[config.mk]
export PLATFORM = sky130hd
export DESIGN_NAME = block_move_ctrl
export DESIGN_NICKNAME = d
export VERILOG_FILES = /design/src/rtl/tetris_pkg.sv /design/src/rtl/chk_handshake.sv /design/src/rtl/block_move_ctrl.sv
export SDC_FILE = /design/constraint.sdc
export NUM_CORES = 1
export LEC_CHECK = 0
export BUFFER_PORTS_ARGS = -buffer_cell sky130_fd_sc_hd__clkbuf_2
export CAP_MARGIN = 5
export CELL_PAD_IN_SITES_DETAIL_PLACEMENT = 0
export CELL_PAD_IN_SITES_GLOBAL_PLACEMENT = 1
export CORE_MARGIN = 3
export CORE_UTILIZATION = 33
export DETAILED_ROUTE_END_ITERATION = 10
export PLACE_DENSITY = 0.74
export SKIP_CTS_REPAIR_TIMING = 1
export SYNTH_ARGS = -nofsm -noshare
export SYNTH_HDL_FRONTEND = slang
export SYNTH_SLANG_ARGS = --single-unit
[constraint.sdc]
create_clock -name clk -period 1.7 [get_ports clk]
set_input_delay 0.085 -clock clk [delete_from_list [all_inputs] [get_ports clk]]
set_output_delay 0.085 -clock clk [all_outputs]
set_load 0.01 [all_outputs]
[src/rtl/tetris_pkg.sv]
// -----------------------------------------------------------------------------
// tetris_pkg
// Shared types and constants for the falling-piece movement logic.
//   POS_W    : width of every position/rotation field
//   ROT_MASK : keeps rotation in 0..3 (bits [1:0])
//   state_t  : movement controller FSM states
//   move_t   : kind of candidate move under check
//   rot_next : clockwise rotation step with wrap 3 -> 0
// -----------------------------------------------------------------------------
package tetris_pkg;

    localparam int POS_W = 10;
    localparam logic [POS_W-1:0] ROT_MASK = 10'h003;

    typedef enum logic [2:0] {
        ST_IDLE      = 3'd0,
        ST_CHECK     = 3'd1,
        ST_COMMIT    = 3'd2,
        ST_LOCK      = 3'd3,
        ST_SPAWN_CHK = 3'd4,
        ST_RESPAWN   = 3'd5,
        ST_OVER      = 3'd6
    } state_t;

    typedef enum logic [1:0] {
        MV_DOWN  = 2'd0,
        MV_ROT   = 2'd1,
        MV_LEFT  = 2'd2,
        MV_RIGHT = 2'd3
    } move_t;

    function automatic logic [POS_W-1:0] rot_next(input logic [POS_W-1:0] rot);
        return (rot + 10'd1) & ROT_MASK;
    endfunction

endpackage

[src/rtl/chk_handshake.sv]
// -----------------------------------------------------------------------------
// chk_handshake
// Owns the collision-check request level and its timeout counter.
// A start pulse raises the request on the next cycle; the request stays high
// until the checker acks or CHK_TIMEOUT cycles pass without an ack, in which
// case the candidate is reported as a hit.
// Ports:
//   clk, rst : clock, synchronous active-high reset
//   i_start  : begin a new check (request rises next cycle)
//   i_ack    : checker result valid pulse
//   i_hit    : checker collision result, valid with i_ack
//   o_req    : request level to the checker (registered)
//   o_done   : check finished this cycle (ack or timeout)
//   o_hit    : result for this check, valid with o_done
// -----------------------------------------------------------------------------
module chk_handshake #(
    parameter int CHK_TIMEOUT = 15,
    parameter int TO_W        = 4
) (
    input  logic clk,
    input  logic rst,
    input  logic i_start,
    input  logic i_ack,
    input  logic i_hit,
    output logic o_req,
    output logic o_done,
    output logic o_hit
);

    // Last busy cycle index: the request is held for exactly CHK_TIMEOUT cycles.
    localparam logic [TO_W-1:0] TO_LAST = TO_W'(CHK_TIMEOUT - 1);

    logic            r_busy;
    logic [TO_W-1:0] r_cnt;

    // Completion decode: an ack wins over a timeout in the same cycle.
    always_comb begin
        o_done = 1'b0;
        o_hit  = 1'b0;
        if (r_busy) begin
            if (i_ack) begin
                o_done = 1'b1;
                o_hit  = i_hit;
            end else if (r_cnt == TO_LAST) begin
                o_done = 1'b1;
                o_hit  = 1'b1;
            end else begin
                o_done = 1'b0;
            end
        end else begin
            o_done = 1'b0;
        end
    end

    // Request level and wait counter.
    always_ff @(posedge clk) begin
        if (rst) begin
            r_busy <= 1'b0;
            r_cnt  <= '0;
        end else if (i_start) begin
            r_busy <= 1'b1;
            r_cnt  <= '0;
        end else if (o_done) begin
            r_busy <= 1'b0;
            r_cnt  <= '0;
        end else if (r_busy) begin
            r_cnt  <= r_cnt + TO_W'(1);
        end else begin
            r_cnt  <= r_cnt;
        end
    end

    assign o_req = r_busy;

endmodule

[src/rtl/block_move_ctrl.sv]
// -----------------------------------------------------------------------------
// block_move_ctrl
// Movement controller for the falling piece. Turns button pulses and the
// gravity tick into candidate moves, has each checked by the board collision
// checker, and commits only legal ones. A blocked down move locks the piece,
// then the spawn position is checked to respawn or declare game over.
// Ports:
//   clk, rst                    : clock, synchronous active-high reset
//   btn_left/right/rot          : move request pulses (honoured only in IDLE)
//   fall_tick                   : gravity pulse (remembered if busy)
//   cur_x/cur_y/cur_rot         : current piece position from position register
//   chk_req, chk_x/y/rot        : collision-check request and candidate
//   chk_ack, chk_hit            : checker result pulse and collision flag
//   new_x/y/rot, refresh        : committed position and its 1-cycle strobe
//   lock                        : 1-cycle strobe to write the piece into board
//   pos_reset                   : 1-cycle respawn strobe to position register
//   game_over                   : sticky flag, cleared only by rst
// -----------------------------------------------------------------------------
module block_move_ctrl
    import tetris_pkg::*;
#(
    parameter logic [9:0] SPAWN_X     = 10'd9,
    parameter int         CHK_TIMEOUT = 15,
    parameter int         TO_W        = 4
) (
    input  logic             clk,
    input  logic             rst,
    input  logic             btn_left,
    input  logic             btn_right,
    input  logic             btn_rot,
    input  logic             fall_tick,
    input  logic [POS_W-1:0] cur_x,
    input  logic [POS_W-1:0] cur_y,
    input  logic [POS_W-1:0] cur_rot,
    output logic             chk_req,
    output logic [POS_W-1:0] chk_x,
    output logic [POS_W-1:0] chk_y,
    output logic [POS_W-1:0] chk_rot,
    input  logic             chk_ack,
    input  logic             chk_hit,
    output logic [POS_W-1:0] new_x,
    output logic [POS_W-1:0] new_y,
    output logic [POS_W-1:0] new_rot,
    output logic             refresh,
    output logic             lock,
    output logic             pos_reset,
    output logic             game_over
);

    state_t           r_state;
    move_t            r_mv;
    logic             r_fall_pend;
    logic [POS_W-1:0] r_chk_x, r_chk_y, r_chk_rot;
    logic [POS_W-1:0] r_new_x, r_new_y, r_new_rot;
    logic             r_refresh, r_lock, r_pos_reset, r_game_over;

    logic             w_evt;
    move_t            w_mv;
    logic [POS_W-1:0] w_cx, w_cy, w_crot;
    logic             w_start, w_done, w_hit;

    // Candidate selection in priority order: gravity, rotate, left, right.
    always_comb begin
        w_evt  = 1'b0;
        w_mv   = MV_DOWN;
        w_cx   = cur_x;
        w_cy   = cur_y;
        w_crot = cur_rot;
        if (r_fall_pend || fall_tick) begin
            w_evt = 1'b1;
            w_mv  = MV_DOWN;
            w_cy  = cur_y + 10'd1;
        end else if (btn_rot) begin
            w_evt  = 1'b1;
            w_mv   = MV_ROT;
            w_crot = rot_next(cur_rot);
        end else if (btn_left) begin
            // The left wall is known locally, so column 0 never goes to the checker.
            w_evt = (cur_x != 10'd0);
            w_mv  = MV_LEFT;
            w_cx  = cur_x - 10'd1;
        end else if (btn_right) begin
            w_evt = 1'b1;
            w_mv  = MV_RIGHT;
            w_cx  = cur_x + 10'd1;
        end else begin
            w_evt = 1'b0;
        end
    end

    // A new handshake starts on an accepted move or on the way into the spawn check.
    always_comb begin
        if (r_state == ST_IDLE) begin
            w_start = w_evt;
        end else if (r_state == ST_LOCK) begin
            w_start = 1'b1;
        end else begin
            w_start = 1'b0;
        end
    end

    chk_handshake #(
        .CHK_TIMEOUT (CHK_TIMEOUT),
        .TO_W        (TO_W)
    ) u_hs (
        .clk     (clk),
        .rst     (rst),
        .i_start (w_start),
        .i_ack   (chk_ack),
        .i_hit   (chk_hit),
        .o_req   (chk_req),
        .o_done  (w_done),
        .o_hit   (w_hit)
    );

    // Gravity memory: ticks seen while busy are replayed once IDLE is reached.
    always_ff @(posedge clk) begin
        if (rst) begin
            r_fall_pend <= 1'b0;
        end else if (r_state == ST_IDLE) begin
            if (w_evt && (w_mv == MV_DOWN)) begin
                r_fall_pend <= 1'b0;
            end else begin
                r_fall_pend <= r_fall_pend;
            end
        end else if ((r_state != ST_OVER) && fall_tick) begin
            r_fall_pend <= 1'b1;
        end else begin
            r_fall_pend <= r_fall_pend;
        end
    end

    // Main FSM with registered candidate, commit data and strobes.
    always_ff @(posedge clk) begin
        if (rst) begin
            r_state     <= ST_IDLE;
            r_mv        <= MV_DOWN;
            r_chk_x     <= '0;
            r_chk_y     <= '0;
            r_chk_rot   <= '0;
            r_new_x     <= '0;
            r_new_y     <= '0;
            r_new_rot   <= '0;
            r_refresh   <= 1'b0;
            r_lock      <= 1'b0;
            r_pos_reset <= 1'b0;
            r_game_over <= 1'b0;
        end else begin
            // Strobes default low so each lasts exactly one cycle.
            r_refresh   <= 1'b0;
            r_lock      <= 1'b0;
            r_pos_reset <= 1'b0;
            case (r_state)
                ST_IDLE: begin
                    if (w_evt) begin
                        r_chk_x   <= w_cx;
                        r_chk_y   <= w_cy;
                        r_chk_rot <= w_crot;
                        r_mv      <= w_mv;
                        r_state   <= ST_CHECK;
                    end else begin
                        r_state   <= ST_IDLE;
                    end
                end
                ST_CHECK: begin
                    if (w_done && !w_hit) begin
                        r_new_x   <= r_chk_x;
                        r_new_y   <= r_chk_y;
                        r_new_rot <= r_chk_rot;
                        r_refresh <= 1'b1;
                        r_state   <= ST_COMMIT;
                    end else if (w_done && (r_mv == MV_DOWN)) begin
                        r_lock    <= 1'b1;
                        r_state   <= ST_LOCK;
                    end else if (w_done) begin
                        r_state   <= ST_IDLE;
                    end else begin
                        r_state   <= ST_CHECK;
                    end
                end
                ST_COMMIT: begin
                    r_state <= ST_IDLE;
                end
                ST_LOCK: begin
                    r_chk_x   <= SPAWN_X;
                    r_chk_y   <= '0;
                    r_chk_rot <= '0;
                    r_state   <= ST_SPAWN_CHK;
                end
                ST_SPAWN_CHK: begin
                    if (w_done && !w_hit) begin
                        r_pos_reset <= 1'b1;
                        r_state     <= ST_RESPAWN;
                    end else if (w_done) begin
                        r_pos_reset <= 1'b1;
                        r_game_over <= 1'b1;
                        r_state     <= ST_OVER;
                    end else begin
                        r_state     <= ST_SPAWN_CHK;
                    end
                end
                ST_RESPAWN: begin
                    r_state <= ST_IDLE;
                end
                ST_OVER: begin
                    r_state <= ST_OVER;
                end
                default: begin
                    r_state <= ST_IDLE;
                end
            endcase
        end
    end

    assign chk_x     = r_chk_x;
    assign chk_y     = r_chk_y;
    assign chk_rot   = r_chk_rot;
    assign new_x     = r_new_x;
    assign new_y     = r_new_y;
    assign new_rot   = r_new_rot;
    assign refresh   = r_refresh;
    assign lock      = r_lock;
    assign pos_reset = r_pos_reset;
    assign game_over = r_game_over;

endmodule

==> impl_results.md, run 1 <==
* Total wire length at 9970 microns
* Cell Pwr Density at between 900 and 1000 mW/mm^2
* Post-synth EDFFs at 0
* Global-route wire length before repair at about 16000 microns
* Leakage at about 1.9 nW
* CTS tree: done
* Post-synthesis sequential area ratio at 0.438
* Max Cap Viol at 0
* DIE AREA at about 0.012 sq mm
* CP Buf/Inv Count at 0
* Die Wd at 108 microns
* Setup crit start kind: register
* Period utilization at 0.991
* Initial antenna violation count at 0
* Final setup vio count at 0
* Placed Area at roughly 0.0042 sq mm
* Slew HR at 0.693
* Starting Density at 0.344
* Setup Total Neg Slack at 0 ns
* Hold path cells at 4
* GR peak layer: met2
* Largest net degree at the start of global routing at 36
* Final Cell Area at around 0.0045 sq mm
* Ys async rst share at 0
* Skew-Pair Late Insertion Delay at about 0.34 ns
* R2r worst-path depth at 5
* First DRT Iteration DRCs at 170
* Cells after Synth at 430
* Core outline area at ~0.010 sq mm
* RSZ-0062 raised after global routing: true
* Met3 usage at 0.0342
* Nets at around 600
* Min Tclk post-route at between 1.5 and 2 ns
* Crit Path Class: reg2reg
* Ys Warns at 0
* Min setup slack post-route at around 0.016 ns
* R2R setup slack at roughly 0.016 ns
* Via count at between 3000 and 4000
* Avg Inst Size Synth at roughly 8 sq um
* Clk_skew at 0.00757 ns
* GRT Overall Usage at 0.169
* Routed WL per cell at roughly 14 microns
* Placed insts at approximately 670
* Crit Path Max Fanout at 5
* CP top delay family: simple AND/OR/NAND/NOR gates
* Achievable frequency at approximately 0.6 GHz
* Synth Flop Type: dfxtp_1
* Worst slew pin tran at 0.460 ns
* Hold Crit Class: in2reg
* Max clock buf depth at 2
* Met1 Use GR at 0.235
* Slowest cell delay on critical path at 0.38 ns
* Hold Fails Final Rpt at 0
* Clk pin slew, worst setup/hold paths at roughly 0.08 ns
* Yosys cell types at 46
* Area growth from synthesis to layout at 32.2%
* Routed vias/inst at roughly 4.9
* ANT cells at 0
* Critical-path top delay cell: or3_4
* Root Driver: clkbuf_8
* DP Worst Slack at -0.0673 ns
* GP Congestion at around 0.84
* Max VDD drop at between 0.3 and 0.4 mV
* Drt first pass iters at 4
* Crit. End Element: register
* Syn Nets at between 400 and 500
* Layout cells sized above 1 at 0.294
* Post-route antenna net violation count at 0
* Cell Chain, Critical Path: or3_4 > o311ai_4 > a31oi_2 > or3_4 > nor3_2
* I/O pin count at 103
* Most frequent CP cell: or3_4
* H-Tree Depth at 3
* Mapped Area at approximately 0.0034 sq mm
* TritonCTS Sinks at 75
* Max Slew Vio Count at 0
* Status: finished clean
* Arr. time, crit path at between 1.5 and 2 ns
* Crit path required time at between 1.5 and 2 ns
* Die height at 108 microns
* Total gr overflow at 0
* DR DRC count at 0
* CTS Buf Count at 9
* Met2 Usage GRT at 0.265
* Vias in the first global route at ~3200
* Post-DP HPWL at about 7500 microns
* Critical path depth at 5
* Synthesized flop and latch total at 75
* Post-layout util at 0.455
* Final instance count without filler cells at about 700
* # fillers at 998
* Number of port buffers at about 100
* # rows at 36
-- area by class of cell --
type | instances | area, sq um | share of cell area
inverter | 7 | 26.3 | 0.00580
clock buffer | 11 | 141 | 0.0312
tap | 133 | 166 | 0.0367
sequential | 75 | 1500 | 0.332
clock inverter | 5 | 28.8 | 0.00635
timing repair buffer | 139 | 841 | 0.186
multi-input combinational | 320 | 1830 | 0.403
-- cells by family (layout without fill, tap and decap cells) --
kind of cell | count (synthesis) | count (layout) | synth area share
simple gates | 187 | 187 | 0.262
compound gates | 103 | 103 | 0.172
flops | 75 | 75 | 0.438
buf+inv | 35 | 162 | 0.0427
xor+xnor | 21 | 21 | 0.0536
fa+ha+maj | 7 | 7 | 0.0255
mux | 2 | 2 | 0.00620
-- cell usage after synthesis, types with 2 or more instances --
master / number / area, sq um
nand2_1: 87 / 327
dfxtp_1: 75 / 1500
a21oi_1: 64 / 320
nand3_1: 34 / 170
nor2_1: 24 / 90.1
clkbuf_1: 21 / 78.8
o21ai_0: 16 / 80.1
xor2_1: 11 / 96.3
xnor2_1: 10 / 87.6
nor3_1: 9 / 45.0
ha_1: 7 / 87.6
inv_1: 7 / 26.3
buf_2: 6 / 30.0
nand4b_1: 6 / 52.6
a31oi_1: 5 / 31.3
a211oi_1: 4 / 30.0
nand4_1: 4 / 25.0
and3_1: 3 / 18.8
nand2b_1: 3 / 18.8
nand3b_1: 2 / 15.0
nor2b_1: 2 / 12.5
o2111ai_1: 2 / 17.5
o211ai_1: 2 / 15.0
o21a_1: 2 / 15.0
or2_2: 2 / 12.5
or3_1: 2 / 12.5
-- final timing paths --
kind,from,endpoint
max,r_fall_pend$_SDFFE_PP0P_,u_hs.r_cnt[3]$_SDFFE_PP0P_
min,cur_rot[1],chk_rot[1]$_SDFFE_PP0P_
max reg2reg,r_fall_pend$_SDFFE_PP0P_,u_hs.r_cnt[3]$_SDFFE_PP0P_
min reg2reg,new_x[8]$_SDFFE_PP0P_,new_x[8]$_SDFFE_PP0P_
-- where the power goes --
group	total, W	internal [W]	switching, W
logic	0.00111	0.000472	0.000635
clock network	0.00120	0.000563	0.000637
registers	0.00205	0.00191	0.000139
-- per-stage QoR --
stage          hold slack (ns)  power (W)
2_1_floorplan            0.233    0.00270
3_3_place_gp             0.333    0.00314
3_5_place_dp             0.331    0.00316
4_1_cts                -0.0348    0.00437
5_1_grt                 0.0492    0.00461
6_report                0.0524    0.00436
-- flip-flops by register name, summed over array words and instances (netlist names) --
signal	cells
u_hs.o_req	1
pos_reset	1
lock	1
new_rot	10
u_hs.r_cnt	4
r_fall_pend	1
r_state	3
refresh	1
chk_rot	10
game_over	1
chk_x	10
chk_y	10
new_y	10
new_x	10
r_mv	2
-- tightest hold or removal path, stage by stage --
cell and delay [ns]:
clkbuf_2 0.09, xnor2_1 0.06, nand2_1 0.06, a21oi_1 0.05
-- metal layers --
layer	up-vias	wire, microns
met3	12	491
li1	1738	-
met5	-	0
met4	0	182
met1	1549	4650
met2	92	4650
-- cell usage in the layout, fill, tap and decap left out, drive strengths merged, types with 2 or more instances in the layout --
cell type	Yosys	final
buf	7	29
nor2b	2	2
a31oi	5	5
xor2	11	11
a211oi	5	5
dlygate4sd3	0	8
dfxtp	75	75
nor4	2	2
and3	3	3
nand3b	2	2
clkinv	0	5
nand3	34	34
nand4	4	4
nor2	24	24
o211ai	2	2
or3	3	3
ha	7	7
nand4b	6	6
or2	2	2
inv	7	7
o21ai	16	16
nand2	87	87
nand2b	3	3
o21a	2	2
o2111ai	2	2
nor3	10	10
a21oi	64	64
clkbuf	21	113
xnor2	10	10
Note: power is estimated with default switching activity, not from simulation.
==> run 2, diff against run 1 <==
--- a/config.mk
+++ b/config.mk
@@ -7,10 +7,8 @@
 export LEC_CHECK = 0
 export BUFFER_PORTS_ARGS = -buffer_cell sky130_fd_sc_hd__clkbuf_2
 export CAP_MARGIN = 5
-export CELL_PAD_IN_SITES_DETAIL_PLACEMENT = 0
-export CELL_PAD_IN_SITES_GLOBAL_PLACEMENT = 1
 export CORE_MARGIN = 3
-export CORE_UTILIZATION = 33
+export CORE_UTILIZATION = 46
 export DETAILED_ROUTE_END_ITERATION = 10
 export PLACE_DENSITY = 0.74
 export SKIP_CTS_REPAIR_TIMING = 1
==> run 2 against run 1 <==
Net effect: the run now ends with negative hold slack left; total power rose by 2.5%; final cell count shrank 5.9%; first-iteration DRC count increased by 2.4%; utilization rose by 18 points; routed wire length shrank 9.4%; register-to-register slack better by 0.03 ns; setup slack better by 0.031 ns; die area shrank 27%; critical endpoint is now chk_rot[0]$_SDFFE_PP0P_; largest power group unchanged.
==> impl_results.md, run 2 (synthesis gave the netlist of run 1 again) <==
* Total gr overflow at 0 (unchanged)
* Worst slew pin tran at 0.550 ns (+0.0905 ns)
* Sequential Power Share at 0.457 (-0.013)
* Worst hold slack at -0.0222 ns (-0.0745 ns)
* RSZ-0062 raised after global routing: true
* CTS Buf Count at 9 (unchanged)
* TritonCTS Sinks at 75 (unchanged)
* Max Cap Viol at 0 (unchanged)
* Via count at 3449 (+1.7%)
* Skew-Pair Late Insertion Delay at 0.35 ns (about the same)
* Status: complete, but fails checks
* Placed Area at 0.00417 sq mm (-1.9%)
* Period utilization at 0.972 (-0.0185)
* Cell Pwr Density at 1000 mW/mm^2 (+4.0%)
* Met1 Use GR at 0.296 (+0.0616)
* Core outline area at 0.00702 sq mm (-29%)
* Crit path required time at 1.97 ns (about the same)
* Failing checks: negative hold slack
* Root Driver: clkbuf_8
* Largest net degree at the start of global routing at 44 (+22%)
* R2r worst-path depth at 6 (+1)
* ANT cells at 0 (unchanged)
* Drt first pass iters at 5 (+1)
* Met2 Usage GRT at 0.330 (+0.0648)
* Routed vias/inst at 5.31 (+8.1%)
* Achievable frequency at 0.605 GHz (+1.9%)
* Area growth from synthesis to layout at 30.3%
* DIE AREA at 0.00852 sq mm (-27%)
* GP Congestion at 0.887 (+6.2%)
* Internal power at 0.00305 W (+3.5%)
* Arr. time, crit path at 1.92 ns (-0.03 ns)
* CTS tree: done
* Die height at 92.3 microns (-14%)
* Final instance count without filler cells at 649 (-5.9%)
* Hold path cells at 3 (-1)
* First DRT Iteration DRCs at 174 (+2.4%)
* Max VDD drop at 0.474 mV (+40%)
* Total wire length at 9030 microns (-9.4%)
* Layout cells sized above 1 at 0.297 (+0.00213)
* Crit Path Max Fanout at 25 (+20)
* Clk pwr share at 0.298 (+0.023)
* Hold Crit Class: in2reg
* Clk_skew at 0.00995 ns (+0.00238 ns)
* # rows at 30 (-17%)
* Post-DP HPWL at 6730 microns (-11%)
* Hold Fails Final Rpt at 1 (+1)
* GR peak layer: met2
* Final setup vio count at 0 (unchanged)
* Min Tclk post-route at 1.65 ns (-0.0314 ns)
* Max Slew Vio Count at 0 (unchanged)
* Commonest non-fill, non-tap cell in the layout: clkbuf_2
* DP Worst Slack at -0.0859 ns (-0.0185 ns)
* Routed WL per cell at 13.9 microns (-3.7%)
* Final Cell Area at 0.00447 sq mm (-1.5%)
* Crit. End Element: register
* Max clock buf depth at 2 (unchanged)
* Starting Density at 0.488 (+0.144)
* Slew HR at 0.633 (-0.0600)
* Die Wd at 92.3 microns (-14%)
* GRT Overall Usage at 0.213 (+0.0438)
* Sw Share at 0.318 (-0.00626)
* Total power draw at 0.00447 W (+2.5%)
* I/O pin count at 103 (unchanged)
* Setup crit start kind: register
* Post-route antenna net violation count at 0 (unchanged)
* H-Tree Depth at 3 (unchanged)
* Number of port buffers at 102 (unchanged)
* Min setup slack post-route at 0.0476 ns (+0.0314 ns)
* Nets at 593 (-0.67%)
* Met3 usage at 0.0382 (+0.00399)
* Comb power frac at 0.245 (-0.009)
* Initial antenna violation count at 0 (unchanged)
* Highest-count cells in the layout ignoring fill and taps: clkbuf_2, nand2_1, dfxtp_1, a21oi_1, nand3_1
* Placed insts at 626 (-6.0%)
* DR DRC count at 0 (unchanged)
* Leakage at 1.85 nW (-1.0%)
* Crit Path Class: reg2reg
* Vias in the first global route at 3069 (-3.2%)
* Net Sw Power at 0.00142 W (+0.53%)
* Global-route wire length before repair at 14800 microns (-5.6%)
* Clk pin slew, worst setup/hold paths at 0.08 ns (about the same)
[run 2: metrics by stage]
step | TNS, ns | hold WS (ns) | utilization
after floorplan | 0 | 0.233 | -
after global placement | -0.226 | 0.331 | 0.594
after detailed placement | -0.718 | 0.335 | 0.594
after CTS | -0.0976 | -0.0458 | 0.621
after global routing | -0.173 | -0.0109 | 0.636
final | 0 | -0.0222 | 0.636
[run 2: power by group through the flow]
stage	sequential [W]	clock [W]	combinational, W
floorplan	0.00211	0	0.000585
global placement	0.00207	0	0.00102
detailed placement	0.00208	0	0.00104
CTS	0.00204	0.00136	0.00105
global route	0.00206	0.00144	0.00121
finish	0.00204	0.00133	0.00110
[run 2: cell type report]
| type | instances | area (sq um) |
|---|---|---|
| clock buffer | 10 | 128 |
| clock inverter | 6 | 63.8 |
| fill | 632 | 2550 |
| inverter | 7 | 26.3 |
| multi-input combinational | 320 | 1830 |
| sequential | 75 | 1500 |
| tap | 96 | 120 |
| timing repair buffer | 135 | 796 |
[run 2: worst paths after layout]
kind / slack (ns) / endpoint / startpoint
min: -0.02 / chk_rot[9]$_SDFFE_PP0P_ / cur_rot[9]
max: 0.05 / chk_rot[0]$_SDFFE_PP0P_ / r_fall_pend$_SDFFE_PP0P_
max reg2reg: 0.05 / chk_rot[0]$_SDFFE_PP0P_ / r_fall_pend$_SDFFE_PP0P_
min reg2reg: 0.45 / new_rot[9]$_SDFFE_PP0P_ / new_rot[9]$_SDFFE_PP0P_
[run 2: critical path: stages (launching register included)]
cell and delay, ns:
dfxtp_1 0.31, or3_4 0.37, o311ai_4 0.26, a31o_2 0.20, buf_12 0.17, nand3_1 0.10, a21oi_1 0.16
[run 2: routing by layer]
layer	vias up	wire length [microns]
met5	-	0
met4	0	170
met3	16	552
met2	120	4210
met1	1580	4100
li1	1733	-
